**src/rtl/wb_arbiter2.sv**
```systemverilog
// Two-master Wishbone arbiter: instruction bridge (m0) and data bridge (m1)
// share one slave bus. A grant always passes through IDLE; a tie goes to the
// master that was not granted last. A strobe that stays unanswered for TIMEOUT
// cycles gets a one-cycle error pulse toward the owner.
module wb_arbiter2 #(
    parameter int TIMEOUT = 255
) (
    input  logic        wb_clk_i,
    input  logic        wb_rst_i,
    // master 0 (instruction bridge)
    input  logic [31:0] m0_adr_i,
    input  logic [31:0] m0_dat_i,
    input  logic        m0_we_i,
    input  logic [3:0]  m0_sel_i,
    input  logic        m0_stb_i,
    input  logic        m0_cyc_i,
    output logic [31:0] m0_dat_o,
    output logic        m0_ack_o,
    output logic        m0_err_o,
    // master 1 (data bridge)
    input  logic [31:0] m1_adr_i,
    input  logic [31:0] m1_dat_i,
    input  logic        m1_we_i,
    input  logic [3:0]  m1_sel_i,
    input  logic        m1_stb_i,
    input  logic        m1_cyc_i,
    output logic [31:0] m1_dat_o,
    output logic        m1_ack_o,
    output logic        m1_err_o,
    // shared slave bus
    output logic [31:0] s_adr_o,
    output logic [31:0] s_dat_o,
    output logic        s_we_o,
    output logic [3:0]  s_sel_o,
    output logic        s_stb_o,
    output logic        s_cyc_o,
    input  logic [31:0] s_dat_i,
    input  logic        s_ack_i,
    input  logic        s_err_i
);

    localparam logic [7:0] TMO_VAL = 8'(TIMEOUT);

    typedef enum logic [1:0] {IDLE, GNT0, GNT1} state_t;

    typedef struct packed {
        logic [31:0] adr;
        logic [31:0] dat;
        logic        we;
        logic [3:0]  sel;
        logic        stb;
        logic        cyc;
    } wb_req_t;

    state_t     state;
    logic       last;       // 0: m0 granted most recently, 1: m1
    logic [7:0] tmo_cnt;
    logic       stb_wait;
    logic       tmo_pulse;
    wb_req_t    m0_req, m1_req, s_req;

    assign m0_req = '{adr: m0_adr_i, dat: m0_dat_i, we: m0_we_i,
                      sel: m0_sel_i, stb: m0_stb_i, cyc: m0_cyc_i};
    assign m1_req = '{adr: m1_adr_i, dat: m1_dat_i, we: m1_we_i,
                      sel: m1_sel_i, stb: m1_stb_i, cyc: m1_cyc_i};

    // Slave-side request mux: owner passes straight through, IDLE drives zeros
    always_comb begin
        s_req = '0;
        case (state)
            GNT0:    s_req = m0_req;
            GNT1:    s_req = m1_req;
            default: s_req = '0;
        endcase
    end

    assign s_adr_o = s_req.adr;
    assign s_dat_o = s_req.dat;
    assign s_we_o  = s_req.we;
    assign s_sel_o = s_req.sel;
    assign s_stb_o = s_req.stb;
    assign s_cyc_o = s_req.cyc;

    // Compare uses the pre-increment count; an ack/err in the same cycle
    // clears the wait, so a timeout never coincides with a normal response.
    assign stb_wait  = s_stb_o & ~s_ack_i & ~s_err_i;
    assign tmo_pulse = stb_wait & (tmo_cnt == TMO_VAL);

    // Responses go to the owner only; suppressed while reset aborts the grant
    assign m0_dat_o = s_dat_i;
    assign m1_dat_o = s_dat_i;
    assign m0_ack_o = (state == GNT0) & s_ack_i & ~wb_rst_i;
    assign m1_ack_o = (state == GNT1) & s_ack_i & ~wb_rst_i;
    assign m0_err_o = (state == GNT0) & (s_err_i | tmo_pulse) & ~wb_rst_i;
    assign m1_err_o = (state == GNT1) & (s_err_i | tmo_pulse) & ~wb_rst_i;

    // Unanswered-strobe counter; restarts after each timeout pulse
    always_ff @(posedge wb_clk_i) begin
        if (wb_rst_i || !stb_wait || tmo_pulse)
            tmo_cnt <= '0;
        else
            tmo_cnt <= tmo_cnt + 8'd1;
    end

    // Grant FSM: no pre-emption, release always returns through IDLE
    always_ff @(posedge wb_clk_i) begin
        if (wb_rst_i) begin
            state <= IDLE;
            last  <= 1'b1;
        end else begin
            case (state)
                IDLE: begin
                    if (m0_cyc_i && (!m1_cyc_i || last)) begin
                        state <= GNT0;
                        last  <= 1'b0;
                    end else if (m1_cyc_i) begin
                        state <= GNT1;
                        last  <= 1'b1;
                    end
                end
                GNT0:    if (!m0_cyc_i) state <= IDLE;
                GNT1:    if (!m1_cyc_i) state <= IDLE;
                default: state <= IDLE;
            endcase
        end
    end

endmodule

```
**config.mk**
```make
export PLATFORM = sky130hd
export DESIGN_NAME = wb_arbiter2
export DESIGN_NICKNAME = d
export VERILOG_FILES = /design/src/rtl/wb_arbiter2.sv
export SDC_FILE = /design/constraint.sdc
export NUM_CORES = 1
export LEC_CHECK = 0
export ABC_AREA = 1
export BUFFER_PORTS_ARGS = -buffer_cell sky130_fd_sc_hd__buf_2
export CAP_MARGIN = 20
export CORE_AREA = 10 10 114 116
export DETAILED_ROUTE_END_ITERATION = 16
export DIE_AREA = 0 0 124 126
export PLACE_DENSITY = 0.66
export SYNTH_ARGS = -nofsm -noshare
export SYNTH_HDL_FRONTEND = slang
export SYNTH_SLANG_ARGS = --single-unit
```
**constraint.sdc**
```tcl
create_clock -name wb_clk_i -period 2.15 [get_ports wb_clk_i]
set_input_delay 0.1075 -clock wb_clk_i [delete_from_list [all_inputs] [get_ports wb_clk_i]]
set_output_delay 0.1075 -clock wb_clk_i [all_outputs]
set_load 0.01 [all_outputs]
```
==> results.cfg <==
[yosys]
synth_warnings = 0
netlist_area_sq_um = 2090
synth-edff-count = 0
synth_ff_type = dfxtp_1
syn_nets = 573
netlist_top_cells_count = 164 x nand2_1, 73 x a21oi_1, 66 x buf_4, 23 x nor2_1, 14 x buf_2
yosysTopAreaCellShare_pct = 29.5
syn-instance-count = 391
ys_seq_area_share_pct = 10.5
synthTopCellsByArea = nand2_1 29%, buf_4 24%, a21oi_1 17%, dfxtp_1 11%, nor2_1 4.1%
yosys.area.top_type = nand2_1
ys_ff_latch = 11
ys_async_sr_fraction_pct = 0
syn_area_per_cell_sq_um = 5.34
synth_cell_type_count = 21
yosysMostFrequentCell = nand2_1

[route]
antenna_left = 0
wl_per_cell_um = 15.7
drc = 0
first_iter_violations = 128
via_per_inst = 4.17
wl_um = 10600
dr.pass1.iters = 4
vias = 2822

[setup_path]
worstSetupStartpoint = state[0]
path_class = reg -> out
start_kind = flip-flop
cp_data_required_time_ns = 2.04
reg2reg_depth = 9
r2r_start = state[1]
cp-end-kind = output port
r2r_slack_ns = 0.61
worst-path-max-fanout = 34
worstPathArrival_ns = 1.70

[run_status]
outcome = complete, no violations

[clocking]
cts_tree = built
htreeDepth = 1
cts-resized-gates = 0
clock_latency_ns = 0.24
cts_setup_buffers = 0
clkSlewWorstSetupHoldPaths_ns = 0.05
cts.sinks = 11
cts_root_buf = clkbuf_8
cts_made_buffers = 3
cts_buffer_depth = 2
postCtsHoldBufs = 0

[finish]
post-route-util_pct = 27.1
area_delta_synth_final_pct = 39.0
finalNetCount = 718
drive_gt1_share_pct = 44.5

[timing]
slew_viol_final = 0
fin_tns_setup_ns = 0
min_period_ns = 1.81
fin_crit_sh_pct = 84.0
rsz0062_at_grt = no
fmaxAchievable_mhz = 554
worst_slew_pin_slew_ns = 0.407
whs_ns = 0.113
report.final.hold_viol_count = 0
max_slew_margin_pct = 72.8
fin_ws_ns = 0.343
final-setup-viol-count = 0
skew_ns = 0.000312

[floorplan]
die_x_um = 124
die_y_um = 126
num_rows = 38
coreArea_sq_um = 10700
io_pins = 317
start_util_pct = 19.5
die_area_sq_um = 15600

[run]
maxCapViolations = 0

[placed_design]
io_buffer_count = 220
place_ws_ns = 0.575
dpl.hpwl_um = 9060
place.gp.congestion = 0.803

[grt]
grt_usage_pct = 12.0
grt_overflow = 0
antenna_found_initial = 1
grt_pass1_wl_um = 15400
grt_max_degree = 44
grt_pass1_vias = 2927

[power]
powerDensity_nw_per_um2 = 352
p_leak_nw = 1.46
peakVddDrop_uv = 205

[hold_path]
min_from = wb_rst_i
min_path_type = in -> reg
holdPathStages = 2
[kinds of logic (layout without fill, tap and decap cells)]
group / count (synthesis) / after routing / synth area share, %
adders and majority gates: 4 / 4 / 2.40
and+or+nand+nor: 196 / 196 / 36.3
DFF: 11 / 11 / 10.5
other: 0 / 1 / 0
buffers and inverters: 100 / 244 / 30.7
AOI/OAI and AO/OA: 77 / 77 / 18.8
xor gates and xnor gates: 3 / 3 / 1.26
[stage by stage]
| stage | cell area, sq um | power (mW) | cells |
|---|---|---|---|
| 2_1_floorplan | 2090 | 0.661 | 391 |
| 3_3_place_gp | 2860 | 0.831 | 671 |
| 3_5_place_dp | 2860 | 0.831 | 671 |
| 4_1_cts | 2900 | 1.04 | 675 |
| 5_1_grt | 2900 | 1.12 | 675 |
| 6_report | 2900 | 1.02 | 676 |
[area by class of cell]
type / count / area [sq um]
Timing Repair Buffer: 227 / 1180
Sequential cell: 11 / 220
Tap cell: 140 / 175
Inverter: 13 / 48.8
Clock buffer: 4 / 45.0
Antenna cell: 1 / 2.50
Fill cell: 1278 / 7790
Multi-Input combinational cell: 280 / 1230
[state kept, by name, summed over array words and instances (netlist names)]
signal,flops
tmo_cnt,8
last,1
state,2
[worst paths after layout]
path                                     to
worst min-delay path               state[0]
worst max-delay path            s_adr_o[23]
worst min register to register   tmo_cnt[0]
worst max register to register     state[0]
[metal layers]
| metal | GRT usage, % | wire length [um] | up-vias |
|---|---|---|---|
| met2 | 22.1 | 5300 | 202 |
| li1 | - | - | 1451 |
| met4 | 1.76 | 70 | 0 |
| met3 | 5.72 | 1630 | 14 |
| met5 | 0 | 0 | - |
| met1 | 12.1 | 3630 | 1155 |
[placed cells by master (no fill, tap or decap), types with 2 or more instances in the layout]
cell,n
a21oi_1,73
buf_12,2
buf_2,220
buf_4,5
clkbuf_8,3
dfxtp_1,11
ha_1,2
ha_2,2
inv_1,12
nand2_1,164
nand2_2,2
nand3_1,2
nor2_1,23
nor2_2,2
o21bai_1,2
xnor2_1,2
[where the power goes]
part	switching, mW	total [mW]	leakage (nW)	internal (mW)
Combinational	0.360	0.602	1.35	0.242
Clock	0.0751	0.205	0.0228	0.130
Sequential	0.00379	0.215	0.0892	0.211
[critical path, stage by stage (launching register included)]
cell	delay [ns]
dfxtp_1	0.35
inv_1	0.07
ha_1	0.34
inv_2	0.09
buf_4	0.32
a21oi_1	0.10
buf_2	0.16
(Power assumes the default switching activity.)
